$ cat config.mk
export PLATFORM = sky130hd
export DESIGN_NAME = dc_cfg_sequencer
export DESIGN_NICKNAME = d
export VERILOG_FILES = /design/src/rtl/dc_cfg_pkg.sv /design/src/rtl/dc_cfg_sequencer_if.sv /design/src/rtl/dc_byte_packer.sv /design/src/rtl/dc_cfg_sequencer.sv
export SDC_FILE = /design/constraint.sdc
export NUM_CORES = 1
export LEC_CHECK = 0
export ABC_AREA = 1
export CORE_ASPECT_RATIO = 0.5
export CORE_MARGIN = 4
export CORE_UTILIZATION = 25
export CTS_CLUSTER_DIAMETER = 100
export CTS_CLUSTER_SIZE = 14
export DETAILED_ROUTE_END_ITERATION = 12
export PLACE_DENSITY_LB_ADDON = 0.08
export SETUP_SLACK_MARGIN = 0.02
export SKIP_LAST_GASP = 1
export SLEW_MARGIN = 20
export SYNTH_ARGS = -nofsm -noshare
export SYNTH_HDL_FRONTEND = slang
export SYNTH_HIERARCHICAL = 1
export SYNTH_SLANG_ARGS = --single-unit
$ cat constraint.sdc
create_clock -name i_clk -period 2.47 [get_ports i_clk]
set_input_delay 0.494 -clock i_clk [delete_from_list [all_inputs] [get_ports i_clk]]
set_output_delay 0.494 -clock i_clk [all_outputs]
set_load 0.05 [all_outputs]
$ cat src/rtl/dc_cfg_pkg.sv
// Shared types and constants for the DC DAC configuration sequencer.
package dc_cfg_pkg;

    typedef enum logic [1:0] {
        ST_HDR         = 2'd0,
        ST_DC_LOAD     = 2'd1,
        ST_LAUNCH_LOAD = 2'd2,
        ST_LAUNCH_WAIT = 2'd3
    } state_e;

    localparam logic [31:0] LAUNCH_HDR  = 32'hFFFF_FFFF;
    localparam int          CH_HDR_BASE = 8;
    localparam int          LAUNCH_REGS = 4;

    // Channel header: launch header with the channel's bit above CH_HDR_BASE cleared.
    function automatic logic [31:0] ch_hdr(input int ch);
        return LAUNCH_HDR ^ (32'd1 << (CH_HDR_BASE + ch));
    endfunction

endpackage

$ cat src/rtl/dc_cfg_sequencer_if.sv
// Received-byte stream: master drives bytes, slave consumes them.
interface dc_cfg_sequencer_if;
    logic [7:0] rx_data;
    logic       rx_valid;

    modport master (output rx_data, output rx_valid);
    modport slave  (input  rx_data, input  rx_valid);
endinterface

$ cat src/rtl/dc_byte_packer.sv
// Assembles UART bytes MSB-first into 32-bit words; word_valid_o is combinational on the 4th byte.
module dc_byte_packer (
    input  logic                      clk,
    input  logic                      rst_n,
    input  logic                      clear_i,
    dc_cfg_sequencer_if.slave         rx,
    output logic                      word_valid_o,
    output logic [31:0]               word_o,
    output logic [1:0]                byte_cnt_o
);

    logic [1:0]  cnt_q, cnt_d;
    logic [23:0] shift_q, shift_d;

    // Byte counter and shift register next state; clear wins over a new byte.
    always_comb begin
        cnt_d   = cnt_q;
        shift_d = shift_q;
        if (clear_i) begin
            cnt_d = 2'd0;
        end else if (rx.rx_valid) begin
            cnt_d   = cnt_q + 2'd1;
            shift_d = {shift_q[15:0], rx.rx_data};
        end else begin
            cnt_d = cnt_q;
        end
    end

    // Packer state registers.
    always_ff @(posedge clk) begin
        if (!rst_n) begin
            cnt_q   <= 2'd0;
            shift_q <= 24'd0;
        end else begin
            cnt_q   <= cnt_d;
            shift_q <= shift_d;
        end
    end

    assign word_valid_o = rx.rx_valid && !clear_i && (cnt_q == 2'd3);
    assign word_o       = {shift_q, rx.rx_data};
    assign byte_cnt_o   = cnt_q;

endmodule

$ cat src/rtl/dc_cfg_sequencer.sv
// UART-fed configuration sequencer: decodes headers, streams DC register writes, gates launches.
// Optional inter-byte timeout is built when DC_SEQ_TIMEOUT_EN is defined.
module dc_cfg_sequencer #(
    parameter int NUM_CHANNEL    = 4,
    parameter int STREAM_DEPTH   = 2,
    parameter int LAUNCH_REGS    = dc_cfg_pkg::LAUNCH_REGS,
    parameter int TIMEOUT_CYCLES = 100000,
    localparam int TOTAL_REGS    = STREAM_DEPTH * 3 + 2,
    localparam int AW            = $clog2(TOTAL_REGS)
) (
    input  logic                   i_clk,
    input  logic                   i_rst_n,
    input  logic [7:0]             i_rx_data,
    input  logic                   i_rx_valid,
    input  logic [NUM_CHANNEL-1:0] i_ch_idle,
    output logic                   o_wr_en,
    output logic [NUM_CHANNEL-1:0] o_wr_ch,
    output logic [AW-1:0]          o_wr_addr,
    output logic [31:0]            o_wr_data,
    output logic                   o_launch,
    output logic [NUM_CHANNEL-1:0] o_launch_mask,
    output logic [95:0]            o_launch_args,
    output logic                   o_busy,
    output logic                   o_err
);
    import dc_cfg_pkg::*;

    dc_cfg_sequencer_if rx_if ();
    assign rx_if.rx_data  = i_rx_data;
    assign rx_if.rx_valid = i_rx_valid;

    state_e                 state_q, state_d;
    logic [NUM_CHANNEL-1:0] ch_q, ch_d, wr_ch_d, mask_d, hit_oh_s;
    logic [AW-1:0]          idx_q, idx_d, wr_addr_d;
    logic [7:0]             lidx_q, lidx_d;
    logic [31:0]            wr_data_d, word_s;
    logic [95:0]            args_d;
    logic                   wr_en_d, launch_d, err_d, busy_d, word_valid_s, hit_s, tmo_fire_s, clear_s;
    logic [1:0]             byte_cnt_s;

    // Bytes are dropped while a launch is pending, and a timeout abandons the partial word.
    assign clear_s = (state_q == ST_LAUNCH_WAIT) || tmo_fire_s;

    dc_byte_packer u_packer (
        .clk          (i_clk),
        .rst_n        (i_rst_n),
        .clear_i      (clear_s),
        .rx           (rx_if.slave),
        .word_valid_o (word_valid_s),
        .word_o       (word_s),
        .byte_cnt_o   (byte_cnt_s)
    );

    // Channel header decode into a one-hot target.
    always_comb begin
        hit_s    = 1'b0;
        hit_oh_s = '0;
        for (int i = 0; i < NUM_CHANNEL; i++) begin
            if (word_s == ch_hdr(i)) begin
                hit_s       = 1'b1;
                hit_oh_s[i] = 1'b1;
            end else begin
                hit_oh_s[i] = 1'b0;
            end
        end
    end

`ifdef DC_SEQ_TIMEOUT_EN
    localparam int TW = $clog2(TIMEOUT_CYCLES + 1);
    logic [TW-1:0] tmo_q, tmo_d;
    logic          tmo_active_s;

    // Silence counter; restarts on every byte and only runs mid-frame outside LAUNCH_WAIT.
    always_comb begin
        tmo_active_s = ((state_q == ST_HDR) && (byte_cnt_s != 2'd0)) ||
                       (state_q == ST_DC_LOAD) || (state_q == ST_LAUNCH_LOAD);
        tmo_fire_s   = 1'b0;
        tmo_d        = '0;
        if (i_rx_valid || !tmo_active_s) begin
            tmo_d = '0;
        end else if (tmo_q == TW'(TIMEOUT_CYCLES - 1)) begin
            tmo_fire_s = 1'b1;
        end else begin
            tmo_d = tmo_q + 1'b1;
        end
    end

    // Timeout counter register.
    always_ff @(posedge i_clk) begin
        if (!i_rst_n) tmo_q <= '0;
        else          tmo_q <= tmo_d;
    end
`else
    logic unused_s;
    assign tmo_fire_s = 1'b0;
    assign unused_s   = ^{1'b0, byte_cnt_s, TIMEOUT_CYCLES[0]};
`endif

    // Sequencer next state and next registered outputs.
    always_comb begin
        state_d   = state_q;
        ch_d      = ch_q;
        idx_d     = idx_q;
        lidx_d    = lidx_q;
        wr_en_d   = 1'b0;
        wr_ch_d   = o_wr_ch;
        wr_addr_d = o_wr_addr;
        wr_data_d = o_wr_data;
        launch_d  = 1'b0;
        mask_d    = o_launch_mask;
        args_d    = o_launch_args;
        err_d     = 1'b0;
        case (state_q)
            ST_HDR: begin
                if (!word_valid_s) begin
                    state_d = ST_HDR;
                end else if (word_s == LAUNCH_HDR) begin
                    state_d = ST_LAUNCH_LOAD;
                    lidx_d  = 8'd0;
                end else if (hit_s) begin
                    state_d = ST_DC_LOAD;
                    ch_d    = hit_oh_s;
                    idx_d   = '0;
                end else begin
                    err_d = 1'b1;
                end
            end
            ST_DC_LOAD: begin
                if (word_valid_s) begin
                    wr_en_d   = 1'b1;
                    wr_ch_d   = ch_q;
                    wr_addr_d = idx_q;
                    wr_data_d = word_s;
                    if (idx_q == AW'(TOTAL_REGS - 1)) begin
                        state_d = ST_HDR;
                        idx_d   = '0;
                    end else begin
                        idx_d = idx_q + 1'b1;
                    end
                end else begin
                    state_d = ST_DC_LOAD;
                end
            end
            ST_LAUNCH_LOAD: begin
                if (word_valid_s) begin
                    case (lidx_q)
                        8'd0:    mask_d          = word_s[NUM_CHANNEL-1:0];
                        8'd1:    args_d[95:64]   = word_s;
                        8'd2:    args_d[63:32]   = word_s;
                        8'd3:    args_d[31:0]    = word_s;
                        default: args_d          = o_launch_args;
                    endcase
                    if (lidx_q == 8'(LAUNCH_REGS - 1)) begin
                        lidx_d = 8'd0;
                        if (mask_d == '0) begin
                            err_d   = 1'b1;
                            state_d = ST_HDR;
                        end else begin
                            state_d = ST_LAUNCH_WAIT;
                        end
                    end else begin
                        lidx_d = lidx_q + 8'd1;
                    end
                end else begin
                    state_d = ST_LAUNCH_LOAD;
                end
            end
            ST_LAUNCH_WAIT: begin
                err_d = i_rx_valid;
                if ((i_ch_idle & o_launch_mask) == o_launch_mask) begin
                    launch_d = 1'b1;
                    state_d  = ST_HDR;
                end else begin
                    state_d = ST_LAUNCH_WAIT;
                end
            end
            default: state_d = ST_HDR;
        endcase
        if (tmo_fire_s) begin
            err_d   = 1'b1;
            state_d = ST_HDR;
            idx_d   = '0;
            lidx_d  = 8'd0;
        end else begin
            err_d = err_d;
        end
        busy_d = (state_d != ST_HDR);
    end

    // State and output registers.
    always_ff @(posedge i_clk) begin
        if (!i_rst_n) begin
            state_q       <= ST_HDR;
            ch_q          <= '0;
            idx_q         <= '0;
            lidx_q        <= 8'd0;
            o_wr_en       <= 1'b0;
            o_wr_ch       <= '0;
            o_wr_addr     <= '0;
            o_wr_data     <= 32'd0;
            o_launch      <= 1'b0;
            o_launch_mask <= '0;
            o_launch_args <= 96'd0;
            o_busy        <= 1'b0;
            o_err         <= 1'b0;
        end else begin
            state_q       <= state_d;
            ch_q          <= ch_d;
            idx_q         <= idx_d;
            lidx_q        <= lidx_d;
            o_wr_en       <= wr_en_d;
            o_wr_ch       <= wr_ch_d;
            o_wr_addr     <= wr_addr_d;
            o_wr_data     <= wr_data_d;
            o_launch      <= launch_d;
            o_launch_mask <= mask_d;
            o_launch_args <= args_d;
            o_busy        <= busy_d;
            o_err         <= err_d;
        end
    end

endmodule

==> results.json <==
{
  "clock_latency_ns": 0.45,
  "synth-seq-area-share_pct": 50.0,
  "intPower_mw": 4.73,
  "critPathKind": "flop to output pin",
  "synth-warning-count": 6,
  "p_comb_share_pct": 5.0,
  "leakagePower_nw": 3.89,
  "vias_per_cell": 4.43,
  "crit_start": "o_wr_data[3]",
  "area_delta_synth_final_pct": 36.2,
  "design_area_um2": 10100,
  "wl_met3_um": 887,
  "ctsHoldBuffers": 0,
  "die_area_um2": 32800,
  "clockBufferDepth": 2,
  "crit_chain": "clkdlybuf4s50_1",
  "slowest_delay_ns": 0.84,
  "p_sw_share_pct": 24.1,
  "pwr_density_cell_nw_per_um2": 615,
  "critical-path-top-delay-family": "buffers and inverters",
  "die_h_um": 130,
  "fin_crit_sh_pct": 88.6,
  "final_net_count": 1175,
  "antenna_found_initial": 0,
  "cts_tree": "built",
  "fin_worst_skew_ns": 0.00751,
  "avgRoutedWirePerCell_um": 16.6,
  "grt_setup_unrepaired": "no",
  "clkSinkCount": 186,
  "dp_hpwl_mm": 18.4,
  "min_period_ns": 2.19,
  "cp.arrival_ns": 1.69,
  "placed_area_um2": 9540,
  "netlist_area_um2": 7440,
  "path_clk_slew_ns": 0.07,
  "status": "complete, no violations",
  "r2r-start": "state_q[0]",
  "first_pass_iters": 5,
  "drtAntennaViolNets": 0,
  "ir_drop_mv": 0.481,
  "start_util_pct": 25.5,
  "clkPwrFrac_pct": 45.9,
  "tightest_slew_ns": 0.593,
  "cts_max_level": 4,
  "gp_congestion": 0.755,
  "setup_viol": 0,
  "synthFlopType": "dfxtp_1",
  "yosys_register_bits": 186,
  "wl_mm": 25.9,
  "met2_length_mm": 11.6,
  "grt_pass1_wl_mm": 39.4,
  "cp-start-kind": "flop",
  "synth_edf_count": 0,
  "top_layer": "met4",
  "slew_headroom_pct": 60.4,
  "hold_ws_ns": 0.380,
  "numCtsBuffers": 17,
  "grt-ovfl-total": 0,
  "wl_met1_mm": 13.1,
  "cts_resized": 0,
  "slew_violations": 0,
  "critPathSlowestCell": "clkdlybuf4s50_1",
  "multi_input_area_um2": 3080,
  "core-area_um2": 29200,
  "seqCellArea_um2": 3720,
  "rows": 44,
  "hp-start": "i_rst_n",
  "path_buf_inv": 1,
  "final_common_cell": "nor2_1",
  "drive_gt1_share_pct": 8.32,
  "layout_common_cells": "190 x nor2_1, 186 x dfxtp_1, 156 x clkdlybuf4s50_1, 147 x nand2_1, 100 x a21oi_1",
  "syn_avg_cell_area_um2": 7.44,
  "post_synth_num_cell_types": 33,
  "grt_pass1_vias": 6557,
  "syn_nets": 1022,
  "async_flop_share_pct": 0,
  "cts_setup_buffers": 0,
  "fmax_ghz": 0.457,
  "n_fill_cell": 3115,
  "vias": 6899,
  "drt_iter0_drc": 444,
  "die_w_um": 252,
  "instances_no_fill": 1558,
  "io_pins": 158,
  "grt_max_degree": 126,
  "worstSetupEndpointType": "output pin",
  "root_buffer": "clkbuf_16",
  "syn_inst": 1000,
  "finalSetupTns_ns": 0,
  "min-delay-path-class": "primary input to flop",
  "numPortBuffers": 157,
  "post-route-drc-count": 0,
  "drv_cap": 0,
  "hold_viol": 0,
  "p_total_mw": 6.23,
  "p_seq_share_pct": 49.1,
  "track_usage_pct": 15.8,
  "worstPathRequired_ns": 1.98,
  "switching_power_mw": 1.50,
  "cp_max_fo": 2,
  "dp.cells": 1525
}
==> registers in the layout, indices dropped and copies added (netlist names) <==
signal               cells
o_launch_mask            4
o_wr_addr                3
o_busy                   1
o_launch                 1
o_wr_data               32
o_err                    1
o_wr_ch                  4
idx_q                    3
lidx_q                   8
state_q                  2
o_launch_args           96
ch_q                     4
u_packer/shift_q        24
u_packer/byte_cnt_o      2
o_wr_en                  1
==> metrics by stage <==
step | util [%] | setup slack, ns
finish | 34.8 | 0.283
global route | 34.7 | 0.188
CTS | 34.7 | 0.271
detailed placement | 32.7 | 0.0823
global placement | 32.7 | 0.122
floorplan | - | 0.280
==> cells by family after synthesis <==
family | share of synthesized area, %
simple gates | 25.2
compound gates | 14.5
flops | 50.0
buf+inv | 8.59
fa+ha+maj | 1.18
xor+xnor | 0.471
==> layer usage <==
metal	GRT usage, %	vias up
li1	-	3532
met1	22.1	3250
met2	24.7	98
met3	3.25	19
met4	4.83	0
met5	0	-
==> path summary, 6_finish.rpt <==
check | end | cells past startpoint | slack [ns]
worst max-delay path | o_wr_data[3] | 1 | 0.28
worst min-delay path | o_launch_mask[1] | 3 | 0.38
worst max register to register | o_wr_data[15] | 9 | 0.36
worst min register to register | o_wr_data[7] | 2 | 0.46
==> synthesized netlist by cell type, types with 2 or more instances <==
library cell | n | share of area, %
nor2_1 | 191 | 9.6
dfxtp_1 | 186 | 50
nand2_1 | 147 | 7.4
a21oi_1 | 100 | 6.7
o21ai_0 | 96 | 6.5
nand3_1 | 84 | 5.6
inv_1 | 67 | 3.4
clkbuf_1 | 32 | 1.6
buf_2 | 16 | 1.1
buf_4 | 13 | 1.3
nor3_1 | 12 | 0.81
inv_2 | 10 | 0.50
ha_1 | 7 | 1.2
o21ai_1 | 7 | 0.47
buf_6 | 4 | 0.60
nor2_4 | 3 | 0.45
o22ai_1 | 3 | 0.25
xor2_1 | 3 | 0.35
buf_1 | 2 | 0.10
nand2_4 | 2 | 0.30
nor2_2 | 2 | 0.17
o211ai_1 | 2 | 0.20
==> power by group through the flow <==
stage / clock, mW / sequential (mW) / combinational, mW
CTS: 2.97 / 3.06 / 0.311
global route: 3.08 / 3.06 / 0.344
floorplan: 0 / 3.12 / 0.170
detailed placement: 0 / 3.13 / 0.310
finish: 2.86 / 3.06 / 0.309
global placement: 0 / 3.13 / 0.308
==> area by class of cell <==
class                   count  share of cell area [%]
flip-flops and latches    186                    36.7
multi-input cells         670                    30.4
repair buffers            201                    19.2
well taps                 391                    4.82
clock buffers              19                    4.27
inverters                  77                    2.85
clock inverters            13                    1.67
diodes                      1                  0.0247
(Power assumes the default switching activity.)
